### config.mk
export PLATFORM = sky130hd
export DESIGN_NAME = mem_stage_cache_flat
export DESIGN_NICKNAME = d
export VERILOG_FILES = /design/src/rtl/mem_stage_cache_pkg.sv /design/src/rtl/mem_stage_cache_if.sv /design/src/rtl/mem_stage_cache_branch_resolve.sv /design/src/rtl/mem_stage_cache.sv /design/src/flat_wrapper.sv
export SDC_FILE = /design/constraint.sdc
export NUM_CORES = 1
export LEC_CHECK = 0
export BUFFER_PORTS_ARGS = -buffer_cell sky130_fd_sc_hd__buf_2
export CORE_ASPECT_RATIO = 1.75
export CORE_MARGIN = 5
export CORE_UTILIZATION = 66
export CTS_CLUSTER_DIAMETER = 80
export DETAILED_ROUTE_END_ITERATION = 8
export GPL_TIMING_DRIVEN = 1
export HOLD_SLACK_MARGIN = 0.03
export PLACE_DENSITY = 0.95
export SYNTH_ARGS = -nofsm -noshare
export SYNTH_HDL_FRONTEND = slang
export SYNTH_SLANG_ARGS = --single-unit
### constraint.sdc
create_clock -name clk -period 8.3 [get_ports clk]
set_input_delay 1.66 -clock clk [delete_from_list [all_inputs] [get_ports clk]]
set_output_delay 1.66 -clock clk [all_outputs]
set_load 0.05 [all_outputs]
### src/rtl/mem_stage_cache_pkg.sv
// Shared definitions for the MEM stage cache: branch condition codes,
// EX flag bit positions and cache controller state encodings.
package mem_stage_cache_pkg;

   typedef enum logic [2:0] {
      BNEQ    = 3'd0,
      BEQ     = 3'd1,
      BGT     = 3'd2,
      BLT     = 3'd3,
      BGTE    = 3'd4,
      BLTE    = 3'd5,
      BOVFL   = 3'd6,
      BUNCOND = 3'd7
   } branchOp_t;

   localparam int FLAG_N = 2;
   localparam int FLAG_Z = 1;
   localparam int FLAG_V = 0;

   typedef enum logic [1:0] {
      IDLE  = 2'd0,
      WB    = 2'd1,
      FILL  = 2'd2,
      FLUSH = 2'd3
   } cacheState_t;

endpackage

### src/rtl/mem_stage_cache_if.sv
// Backing-memory req/ack bus between the MEM stage cache (master) and the
// multi-cycle backing memory (slave).
interface mem_stage_cache_if #(
   parameter int DATA_W = 16,
   parameter int ADDR_W = 16
);
   logic              bk_req;
   logic              bk_we;
   logic [ADDR_W-1:0] bk_addr;
   logic [DATA_W-1:0] bk_wdata;
   logic [DATA_W-1:0] bk_rdata;
   logic              bk_ack;

   modport master (
      output bk_req, bk_we, bk_addr, bk_wdata,
      input  bk_rdata, bk_ack
   );

   modport slave (
      input  bk_req, bk_we, bk_addr, bk_wdata,
      output bk_rdata, bk_ack
   );
endinterface

### src/rtl/mem_stage_cache_branch_resolve.sv
// Branch resolution: EX flags and branch condition code select pc_src.
module mem_stage_cache_branch_resolve
   import mem_stage_cache_pkg::*;
(
   input  logic [2:0] flags,
   input  logic [2:0] branch_op,
   input  logic       saw_br,
   input  logic       saw_j,
   output logic       pc_src
);

   logic cmp;

   always_comb begin
      cmp = 1'b0;
      case (branchOp_t'(branch_op))
         BNEQ:    cmp = !flags[FLAG_Z];
         BEQ:     cmp = flags[FLAG_Z];
         BGT:     cmp = !flags[FLAG_Z] && !flags[FLAG_N];
         BLT:     cmp = flags[FLAG_N];
         BGTE:    cmp = !flags[FLAG_N];
         BLTE:    cmp = flags[FLAG_N] || flags[FLAG_Z];
         BOVFL:   cmp = flags[FLAG_V];
         BUNCOND: cmp = 1'b1;
         default: cmp = 1'b0;
      endcase
   end

   assign pc_src = (saw_br & cmp) | saw_j;

endmodule

### src/rtl/mem_stage_cache.sv
// MEM stage: direct-mapped write-back data cache (single-word lines) over a
// req/ack backing memory, plus branch resolution. Optional MEM_STAGE_CACHE_FLUSH_EN
// adds a flush walk that writes back every dirty line.
//
// state | meaning
// IDLE  | serving hits / clean write-miss installs, no backing traffic
// WB    | writing the dirty victim back to backing memory
// FILL  | fetching the missed word from backing memory
// FLUSH | walking all lines, writing back dirty ones (flush build only)
module mem_stage_cache
   import mem_stage_cache_pkg::*;
#(
   parameter int DATA_W  = 16,
   parameter int ADDR_W  = 16,
   parameter int INDEX_W = 4
) (
   input  logic              clk,
   input  logic              rst_n,
   input  logic [ADDR_W-1:0] mem_addr,
   input  logic [DATA_W-1:0] wr_data,
   input  logic              mem_wr,
   input  logic              mem_rd,
   input  logic [2:0]        flags,
   input  logic [2:0]        branch_op,
   input  logic              saw_br,
   input  logic              saw_j,
`ifdef MEM_STAGE_CACHE_FLUSH_EN
   input  logic              flush,
   output logic              flush_done,
`endif
   output logic [DATA_W-1:0] rd_data,
   output logic              pc_src,
   output logic              stall,
   mem_stage_cache_if.master bk
);

   localparam int LINES = 2**INDEX_W;
   localparam int TAG_W = ADDR_W - INDEX_W;

   cacheState_t       state, stateNext;
   logic [TAG_W-1:0]  tagArr  [LINES];
   logic [DATA_W-1:0] dataArr [LINES];
   logic [LINES-1:0]  valid, dirty;

   logic [INDEX_W-1:0] idx;
   logic [TAG_W-1:0]   addrTag;
   logic               access, isRead, hit, victimDirty, bkDone;

   logic              bkReqQ, bkWeQ, bkReqNext, bkWeNext;
   logic [ADDR_W-1:0] bkAddrQ, bkAddrNext;
   logic [DATA_W-1:0] bkWdataQ, bkWdataNext;

   logic               lineWe, lineDirty, dirtyClr;
   logic [DATA_W-1:0]  lineData;
   logic [INDEX_W-1:0] dirtyClrIdx;

`ifdef MEM_STAGE_CACHE_FLUSH_EN
   logic [INDEX_W-1:0] walkIdx, walkIdxNext;
   logic               walkAdv, flushDoneQ, flushDoneNext;
   assign flush_done = flushDoneQ;
`endif

   assign idx         = mem_addr[INDEX_W-1:0];
   assign addrTag     = mem_addr[ADDR_W-1:INDEX_W];
   assign access      = mem_rd | mem_wr;
   assign isRead      = mem_rd & ~mem_wr;
   assign hit         = valid[idx] && (tagArr[idx] == addrTag);
   assign victimDirty = valid[idx] & dirty[idx];
   assign bkDone      = bkReqQ & bk.bk_ack;

   // Gated by rst_n so the pipeline sees no stall while reset is held.
   assign stall   = rst_n & ((state != IDLE) | (access & ~hit & (victimDirty | isRead)));
   assign rd_data = rst_n ? dataArr[idx] : '0;

   assign bk.bk_req   = bkReqQ;
   assign bk.bk_we    = bkWeQ;
   assign bk.bk_addr  = bkAddrQ;
   assign bk.bk_wdata = bkWdataQ;

   always_comb begin
      stateNext   = state;
      bkReqNext   = bkReqQ;
      bkWeNext    = bkWeQ;
      bkAddrNext  = bkAddrQ;
      bkWdataNext = bkWdataQ;
      lineWe      = 1'b0;
      lineData    = wr_data;
      lineDirty   = 1'b1;
      dirtyClr    = 1'b0;
      dirtyClrIdx = idx;
`ifdef MEM_STAGE_CACHE_FLUSH_EN
      walkIdxNext   = walkIdx;
      walkAdv       = 1'b0;
      flushDoneNext = 1'b0;
`endif
      case (state)
         IDLE: begin
            if (access && !hit && victimDirty) begin
               stateNext   = WB;
               bkReqNext   = 1'b1;
               bkWeNext    = 1'b1;
               bkAddrNext  = {tagArr[idx], idx};
               bkWdataNext = dataArr[idx];
            end else if (access && !hit && isRead) begin
               stateNext  = FILL;
               bkReqNext  = 1'b1;
               bkWeNext   = 1'b0;
               bkAddrNext = mem_addr;
            end else if (mem_wr) begin
               lineWe = 1'b1;   // write hit, or install over a clean/invalid victim
            end
`ifdef MEM_STAGE_CACHE_FLUSH_EN
            else if (flush && !access) begin
               stateNext   = FLUSH;
               walkIdxNext = '0;
            end
`endif
         end
         WB: begin
            if (bkDone) begin
               dirtyClr  = 1'b1;
               bkReqNext = 1'b0;
               stateNext = IDLE;
               if (isRead) begin
                  stateNext  = FILL;
                  bkReqNext  = 1'b1;
                  bkWeNext   = 1'b0;
                  bkAddrNext = mem_addr;
               end
            end
         end
         FILL: begin
            if (bkDone) begin
               lineWe    = 1'b1;
               lineData  = bk.bk_rdata;
               lineDirty = 1'b0;
               bkReqNext = 1'b0;
               stateNext = IDLE;
            end
         end
`ifdef MEM_STAGE_CACHE_FLUSH_EN
         FLUSH: begin
            if (bkReqQ) begin
               if (bk.bk_ack) begin
                  dirtyClr    = 1'b1;
                  dirtyClrIdx = walkIdx;
                  bkReqNext   = 1'b0;
                  walkAdv     = 1'b1;
               end
            end else if (valid[walkIdx] && dirty[walkIdx]) begin
               bkReqNext   = 1'b1;
               bkWeNext    = 1'b1;
               bkAddrNext  = {tagArr[walkIdx], walkIdx};
               bkWdataNext = dataArr[walkIdx];
            end else begin
               walkAdv = 1'b1;
            end
            if (walkAdv) begin
               if (&walkIdx) begin
                  stateNext     = IDLE;
                  flushDoneNext = 1'b1;
               end else begin
                  walkIdxNext = walkIdx + INDEX_W'(1);
               end
            end
         end
`endif
         default: stateNext = IDLE;
      endcase
   end

   always_ff @(posedge clk or negedge rst_n) begin
      if (!rst_n) begin
         state    <= IDLE;
         bkReqQ   <= 1'b0;
         bkWeQ    <= 1'b0;
         bkAddrQ  <= '0;
         bkWdataQ <= '0;
         valid    <= '0;
         dirty    <= '0;
`ifdef MEM_STAGE_CACHE_FLUSH_EN
         walkIdx    <= '0;
         flushDoneQ <= 1'b0;
`endif
      end else begin
         state    <= stateNext;
         bkReqQ   <= bkReqNext;
         bkWeQ    <= bkWeNext;
         bkAddrQ  <= bkAddrNext;
         bkWdataQ <= bkWdataNext;
         if (lineWe) begin
            valid[idx] <= 1'b1;
            dirty[idx] <= lineDirty;
         end
         if (dirtyClr) dirty[dirtyClrIdx] <= 1'b0;
`ifdef MEM_STAGE_CACHE_FLUSH_EN
         walkIdx    <= walkIdxNext;
         flushDoneQ <= flushDoneNext;
`endif
      end
   end

   always_ff @(posedge clk) begin
      if (lineWe) begin
         tagArr[idx]  <= addrTag;
         dataArr[idx] <= lineData;
      end
   end

   mem_stage_cache_branch_resolve u_branch_resolve (
      .flags     (flags),
      .branch_op (branch_op),
      .saw_br    (saw_br),
      .saw_j     (saw_j),
      .pc_src    (pc_src)
   );

endmodule

### src/flat_wrapper.sv
// flat-port wrapper written by rule: the top's interface ports become plain ports
module mem_stage_cache_flat import mem_stage_cache_pkg::*;
#(
   parameter int DATA_W  = 16,
   parameter int ADDR_W  = 16,
   parameter int INDEX_W = 4
)
  (clk, rst_n, mem_addr, wr_data, mem_wr, mem_rd, flags, branch_op, saw_br, saw_j, rd_data, pc_src, stall, bk_bk_req, bk_bk_we, bk_bk_addr, bk_bk_wdata, bk_bk_rdata, bk_bk_ack);
  mem_stage_cache_if #(.DATA_W(DATA_W), .ADDR_W(ADDR_W)) bk_i ();
  input  logic clk;
  input  logic rst_n;
  input  logic [ADDR_W-1:0] mem_addr;
  input  logic [DATA_W-1:0] wr_data;
  input  logic mem_wr;
  input  logic mem_rd;
  input  logic [2:0] flags;
  input  logic [2:0] branch_op;
  input  logic saw_br;
  input  logic saw_j;
  output logic [DATA_W-1:0] rd_data;
  output logic pc_src;
  output logic stall;
  output wire logic [$bits(bk_i.bk_req)-1:0] bk_bk_req;
  output wire logic [$bits(bk_i.bk_we)-1:0] bk_bk_we;
  output wire logic [$bits(bk_i.bk_addr)-1:0] bk_bk_addr;
  output wire logic [$bits(bk_i.bk_wdata)-1:0] bk_bk_wdata;
  input wire logic [$bits(bk_i.bk_rdata)-1:0] bk_bk_rdata;
  input wire logic [$bits(bk_i.bk_ack)-1:0] bk_bk_ack;
  assign bk_bk_req = bk_i.bk_req;
  assign bk_bk_we = bk_i.bk_we;
  assign bk_bk_addr = bk_i.bk_addr;
  assign bk_bk_wdata = bk_i.bk_wdata;
  assign bk_i.bk_rdata = bk_bk_rdata;
  assign bk_i.bk_ack = bk_bk_ack;
  mem_stage_cache #(.DATA_W(DATA_W), .ADDR_W(ADDR_W), .INDEX_W(INDEX_W)) u_core (.clk(clk), .rst_n(rst_n), .mem_addr(mem_addr), .wr_data(wr_data), .mem_wr(mem_wr), .mem_rd(mem_rd), .flags(flags), .branch_op(branch_op), .saw_br(saw_br), .saw_j(saw_j), .rd_data(rd_data), .pc_src(pc_src), .stall(stall), .bk(bk_i));
endmodule
==> results of run 1 <==
power groups by stage:
stage                     combinational [W]  clock [W]  sequential [W]
after floorplan                    0.000515          0         0.00347
after global placement              0.00108          0         0.00319
after detailed placement            0.00113          0         0.00320
after CTS                           0.00115    0.00205         0.00316
after global routing                0.00120    0.00215         0.00318
final                               0.00115    0.00203         0.00316
per-stage QoR:
step | std cells | setup WS (ns) | instance area (µm²) | util
after floorplan | 1133 | 1.75 | 21300 | -
after global placement | 1614 | 1.53 | 22400 | 0.697
after detailed placement | 1614 | 1.46 | 22400 | 0.697
after CTS | 1694 | 1.35 | 23800 | 0.740
after global routing | 1696 | 1.12 | 23800 | 0.740
final | 1697 | 1.26 | 23800 | 0.740
registers in the layout, indices dropped and copies added, names as in the netlist, named ones only:
signal,cells
u_core.dataArr,256
u_core.bk.bk_wdata,16
u_core.valid,16
u_core.bk.bk_req,1
u_core.dirty,1
u_core.state,2
u_core.bk.bk_we,1
u_core.bk.bk_addr,16
u_core.tagArr,192
cell type report:
| type | instances | area, µm² |
|---|---|---|
| Timing Repair Buffer | 139 | 777 |
| Inverter | 34 | 128 |
| Tap cell | 400 | 500 |
| Fill cell | 1606 | 8350 |
| Clock inverter | 26 | 228 |
| Antenna cell | 3 | 7.51 |
| Clock buffer | 54 | 1150 |
| Sequential cell | 516 | 15200 |
| Multi-Input combinational cell | 525 | 5820 |
how the worst max path moves through the flow:
stage,startpoint,to,slack [ns],cells past startpoint
2_1_floorplan,mem_addr[3],u_core.dataArr[12][0],1.75,12
3_3_place_gp,mem_addr[3],stall,1.53,11
3_5_place_dp,mem_addr[0],stall,1.46,11
4_1_cts,mem_addr[3],stall,1.35,10
5_1_grt,mem_addr[3],stall,1.12,10
6_report,mem_addr[3],stall,1.26,10
cells in the final DEF, fill, tap and decap left out, types with 10 or more instances in the layout:
cell	count
edfxtp_1	448
buf_2	108
nor2_4	12
buf_4	30
mux2i_1	45
a21oi_2	10
mux2_4	18
o21bai_1	13
clkbuf_16	44
xnor2_1	11
inv_1	31
and2_1	20
dfrtp_1	68
o31ai_1	10
mux4_2	120
nand2_1	86
mux2_2	28
o2bb2ai_1	12
nor2_1	14
o21ai_0	16
clkinv_1	13
a21oi_1	15
worst reg2reg max path, delay by kind of cell (launching register included):
family / cells / cell delay (ns)
buf+inv: 2 / 0.69
flops: 1 / 0.43
compound gates: 3 / 0.51
mux: 2 / 0.89
simple gates: 4 / 2.00
per-layer routing:
metal,vias to the layer above,global-route usage,wire length (µm)
met5,-,0,0
met4,0,0.177,3680
met3,269,0.0596,5580
met2,1097,0.534,28800
met1,6102,0.390,18100
li1,4765,-,-
cell families (layout without fill, tap and decap cells):
logic type | Yosys count | after routing | synth area share
xor+xnor | 17 | 17 | 0.00698
buf+inv | 92 | 253 | 0.0228
mux | 221 | 221 | 0.183
other cells | 0 | 3 | 0
flops | 516 | 516 | 0.710
compound gates | 114 | 114 | 0.0397
simple gates | 173 | 173 | 0.0371
==> results.cfg, run 1 <==
[sta]
fin_skew_ns = 0.0197
finalSetupTns_ns = 0
max-slew-margin-rel = 0.149
setup_viol = 0
worst_pin_slew_ns = 1.27
fmaxAchievable_mhz = 142
rsz0062_at_grt = false
holdWs_ns = 0.457
finalHoldViolations = 0
period_share = 0.849
slew_violations = 0
fin_crit_ns = 7.04

[drt]
first_pass_iters = 6
drt-initial-drc-count = 1845
wl_per_cell_um = 33.1
drt_wl_total_um = 56200
vias = 12200
avgViaCountPerCell = 7.21
drtAntennaViolNets = 0
drc = 0

[worst_setup_path]
worstPathMaxFanout = 61
cp.required_ns = 6.64
r2r_end = u_core.tagArr[1][3]
critPathBufInv = 2
start_kind = input pin
path_cells = buf_4 -> mux2i_1 -> mux4_1 -> mux2i_1 -> xor2_1 -> or3_1 -> or4_4 -> o21ai_0 -> a21boi_0 -> buf_2
crit_path_end_kind = primary output
r2r_slack_ns = 3.46
worstSetupPathType = input pin to primary output
r2r-start = u_core.tagArr[1][5]
slowest_delay_ns = 0.74
critPathSlowestCell = buf_4
cp_common_cell = mux2i_1
critPathArrivalTime_ns = 5.38
cpLargestDelayFamily = multiplexers
reg2reg_depth = 11

[hold_path]
min_to = u_core.valid[13]
worstHoldStart = u_core.valid[13]
hold_path_class = flip-flop to flip-flop
holdPathStages = 2

[floorplan]
fp.dieArea_mm2 = 0.0362
die_x_um = 146
die_height_um = 248
core_mm2 = 0.0321
placement_rows = 87
initial_core_util = 0.664
num_io_pins = 113

[clock_tree]
cts_tree = built
post_cts_resized = 0
clockRootBuffer = clkbuf_16
clockBufferDepth = 3
worst_skew_pair.late_latency_ns = 0.56
ctsHoldBuffers = 0
numCtsBuffers = 43
numClockSinks = 516
post_cts_buffers = 0
cts_max_level = 2
clk_pin_slew_ns = 0.07

[logic_synthesis]
synth_top_area_cell = edfxtp_1
synth_ff_type = edfxtp_1
yosysMostFrequentCell = edfxtp_1
netlist_area_mm2 = 0.0213
ys_ff_latch = 516
synth_commonest_cells = edfxtp_1 (448), mux4_2 (120), nand2_1 (86)
synth-edff-count = 448
synth_top_area_share = 0.631
ys_seq_area_frac = 0.710
ys_warn_count = 0
netlist-cell-type-count = 66
synth_top_cells_by_area = edfxtp_1 (63%), mux4_2 (13%), dfrtp_1 (8.0%)
ys_async_sr_fraction = 0.132
syn_nets = 1194
synth.avg_cell_area_um2 = 18.8
synth_cells = 1133

[power]
power.switching_w = 0.00185
power_frac_seq = 0.498
irDropWorstVdd_mv = 0.274
p_leak_nw = 8.22
swShare = 0.291
power.clock.fraction = 0.320
comb_power_share = 0.181
p_int_w = 0.00450
power_density_mw_per_mm2 = 267
total_power_w = 0.00635

[layout]
drive_above_1_share = 0.315
fin_nets = 1320
syn_to_final_growth_pct = 11.4

[placed_design]
gp_congestion = 0.881
io_buffer_count = 112
hpwl_um = 30800

[global_route]
grt_pass1_vias = 12700
grt_overflow = 0
antenna_found_initial = 2
grt_pass1_wl_um = 83200
grtUsageTotal = 0.316
grt_max_degree = 70

[status]
outcome = complete, no violations

[run]
cap_viol_max_count = 0
Note: power is estimated with default switching activity, not from simulation.
==> inputs of run 2 (changes only) <==
--- a/config.mk
+++ b/config.mk
@@ -5,15 +5,16 @@
 export SDC_FILE = /design/constraint.sdc
 export NUM_CORES = 1
 export LEC_CHECK = 0
+export ABC_AREA = 1
 export BUFFER_PORTS_ARGS = -buffer_cell sky130_fd_sc_hd__buf_2
 export CORE_ASPECT_RATIO = 1.75
 export CORE_MARGIN = 5
-export CORE_UTILIZATION = 66
+export CORE_UTILIZATION = 61
 export CTS_CLUSTER_DIAMETER = 80
 export DETAILED_ROUTE_END_ITERATION = 8
 export GPL_TIMING_DRIVEN = 1
 export HOLD_SLACK_MARGIN = 0.03
-export PLACE_DENSITY = 0.95
+export PLACE_DENSITY = 0.9
 export SYNTH_ARGS = -nofsm -noshare
 export SYNTH_HDL_FRONTEND = slang
 export SYNTH_SLANG_ARGS = --single-unit
==> constraint.sdc (replaced) <==
create_clock -name clk -period 6.65 [get_ports clk]
set_input_delay 1.33 -clock clk [delete_from_list [all_inputs] [get_ports clk]]
set_output_delay 1.33 -clock clk [all_outputs]
set_load 0.05 [all_outputs]
==> results.cfg, run 2 <==
[global_route]
grt_pass1_wl_um = 84700
grt_pass1_vias = 15000
grtUsageTotal = 0.292
antenna_found_initial = 0
grt_overflow = 0
grt_max_degree = 92

[worst_setup_path]
r2r_end = u_core.tagArr[7][7]
start_kind = input pin
worstSetupPathType = input pin to primary output
crit_path_end_kind = primary output
r2r_slack_ns = 2.84
r2r-start = u_core.tagArr[9][4]
reg2reg_depth = 20
cp_common_cell = buf_4
slowest_delay_ns = 0.83
cp.required_ns = 5.32
critPathArrivalTime_ns = 4.55
path_cells = buf_4 -> buf_4 -> nor2_4 -> buf_4 -> a22oi_1 -> a21oi_1 -> nor4_1 -> nor2_1 -> nand2_2 -> a31oi_1 -> buf_2
critPathBufInv = 4
critPathSlowestCell = nor2_4
worstPathMaxFanout = 39
cpLargestDelayFamily = buffers and inverters

[placed_design]
hpwl_um = 32300
gp_congestion = 0.900
io_buffer_count = 112
pre_cts_ws_ns = 0.874

[logic_synthesis]
ys_seq_area_frac = 0.722
synth_cells = 1764
netlist_area_mm2 = 0.0210
synth-edff-count = 448
netlist-cell-type-count = 34
synth_commonest_cells = nand2_1 (658), edfxtp_1 (448), a22oi_1 (136)
synth_top_cells_by_area = edfxtp_1 (64%), nand2_1 (12%), dfrtp_1 (8.1%)
ys_async_sr_fraction = 0.132
syn_nets = 1825
ys_warn_count = 0
yosysMostFrequentCell = nand2_1
ys_ff_latch = 516
synth_top_area_share = 0.641
synth_top_area_cell = edfxtp_1
synth.avg_cell_area_um2 = 11.9
synth_ff_type = edfxtp_1

[sta]
fmaxAchievable_mhz = 170
fin_ws_ns = 0.770
fin_crit_ns = 5.88
period_share = 0.884
slew_violations = 0
finalHoldViolations = 0
worst_pin_slew_ns = 1.20
rsz0062_at_grt = false
finalSetupTns_ns = 0
setup_viol = 0
fin_skew_ns = 0.0260
max-slew-margin-rel = 0.201

[hold_path]
min_to = u_core.valid[8]
worstHoldStart = u_core.valid[8]
hold_path_class = flip-flop to flip-flop
holdPathStages = 2

[clock_tree]
clockBufferDepth = 3
post_cts_buffers = 0
clockRootBuffer = clkbuf_16
numCtsBuffers = 42
cts_tree = built
numClockSinks = 516
post_cts_resized = 0
worst_skew_pair.late_latency_ns = 0.57
clk_pin_slew_ns = 0.07
ctsHoldBuffers = 0
cts_max_level = 2

[drt]
drt_wl_total_um = 56600
drc = 0
wl_per_cell_um = 24.0
first_pass_iters = 7
vias = 14900
avgViaCountPerCell = 6.30
drtAntennaViolNets = 0
drt-initial-drc-count = 1967

[layout]
most-common-layout-cells = nand2_1 (658), edfxtp_1 (448), a22oi_1 (136)
reg_top3 = u_core.dataArr: 256 flops, u_core.tagArr: 192 flops
n_fill_cell = 2168
multiInputGateArea_mm2 = 0.00525
fin_nets = 1931
largest_reg_flops = 256
final_common_cell = nand2_1
diodes = 0
seqCellArea_mm2 = 0.0152
finish.utilization = 0.691
top_register = u_core.dataArr
syn_to_final_growth_pct = 12.7
drive_above_1_share = 0.145

[power]
irDropWorstVdd_mv = 0.301
total_power_w = 0.00803
power_density_mw_per_mm2 = 339
p_leak_nw = 9.15

[status]
outcome = complete, no violations

[floorplan]
fp.dieArea_mm2 = 0.0384
initial_core_util = 0.613
die_height_um = 255
core_mm2 = 0.0342
num_io_pins = 113
die_x_um = 150
placement_rows = 90

[run]
cap_viol_max_count = 0
[run 2: cell types whose count changed after synthesis, moves of 21 or more]
cell / before / now
a22oi_1: 8 / 136
a21oi_1: 15 / 75
nand3_1: 5 / 30
mux4_2: 120 / 0
nand2_1: 86 / 658
inv_1: 31 / 66
mux2i_1: 45 / 0
o21ai_0: 16 / 37
nor2_1: 26 / 74
[run 2: worst min-delay path, delay by kind of cell (launching register included)]
| kind | cells | cell delay (ns) |
|---|---|---|
| buffers and inverters | 1 | 0.05 |
| AOI/OAI and AO/OA | 1 | 0.05 |
| DFF | 1 | 0.33 |
[run 2: kinds of logic after synthesis]
logic type             count (synthesis)  share of synthesized area
multiplexers                          16                    0.00858
AND/OR/NAND/NOR                      793                      0.149
flip-flops                           516                      0.722
buffers and inverters                162                     0.0347
AO/OA/AOI/OAI                        277                     0.0866
[run 2: metal layers]
layer	up-vias	track usage	part of all wire	wire (µm)
met1	7048	0.348	0.32	18300
li1	6359	-	-	-
met4	0	0.178	0.075	4220
met3	310	0.0498	0.099	5580
met2	1168	0.492	0.50	28500
met5	-	0	0	0
[run 2: metrics by stage]
step	instance area (µm²)	hold slack [ns]	std cells
final	23700	0.461	2361
after global routing	23700	0.486	2361
after CTS	23700	0.452	2361
after detailed placement	22300	0.437	2286
after global placement	22300	0.428	2286
after floorplan	21000	0.418	1764
[run 2: where the power goes]
group / switching (W) / total [W] / internal (W) / leakage [nW]
Sequential: 0.000133 / 0.00399 / 0.00385 / 4.85
Combinational: 0.00114 / 0.00148 / 0.000337 / 3.63
Clock: 0.00113 / 0.00257 / 0.00144 / 0.672
[run 2: cell type report]
type	instances	area share
flip-flops and latches	516	0.640
well taps	460	0.0243
clock inverters	18	0.00952
repair buffers	151	0.0431
clock buffers	57	0.0494
inverters	73	0.0117
multi-input cells	1086	0.222
[run 2: how the worst max path moves through the flow]
| stage | depth (start not counted) | start | endpoint | slack (ns) |
|---|---|---|---|---|
| 5_1_grt | 11 | mem_addr[0] | stall | 0.63 |
| 3_3_place_gp | 11 | mem_addr[0] | stall | 1.0 |
| 3_5_place_dp | 18 | mem_addr[0] | u_core.tagArr[7][1] | 0.87 |
| 2_1_floorplan | 10 | mem_addr[0] | rd_data[14] | 1.80 |
| 6_report | 11 | mem_addr[0] | stall | 0.77 |
| 4_1_cts | 11 | mem_addr[0] | stall | 0.85 |
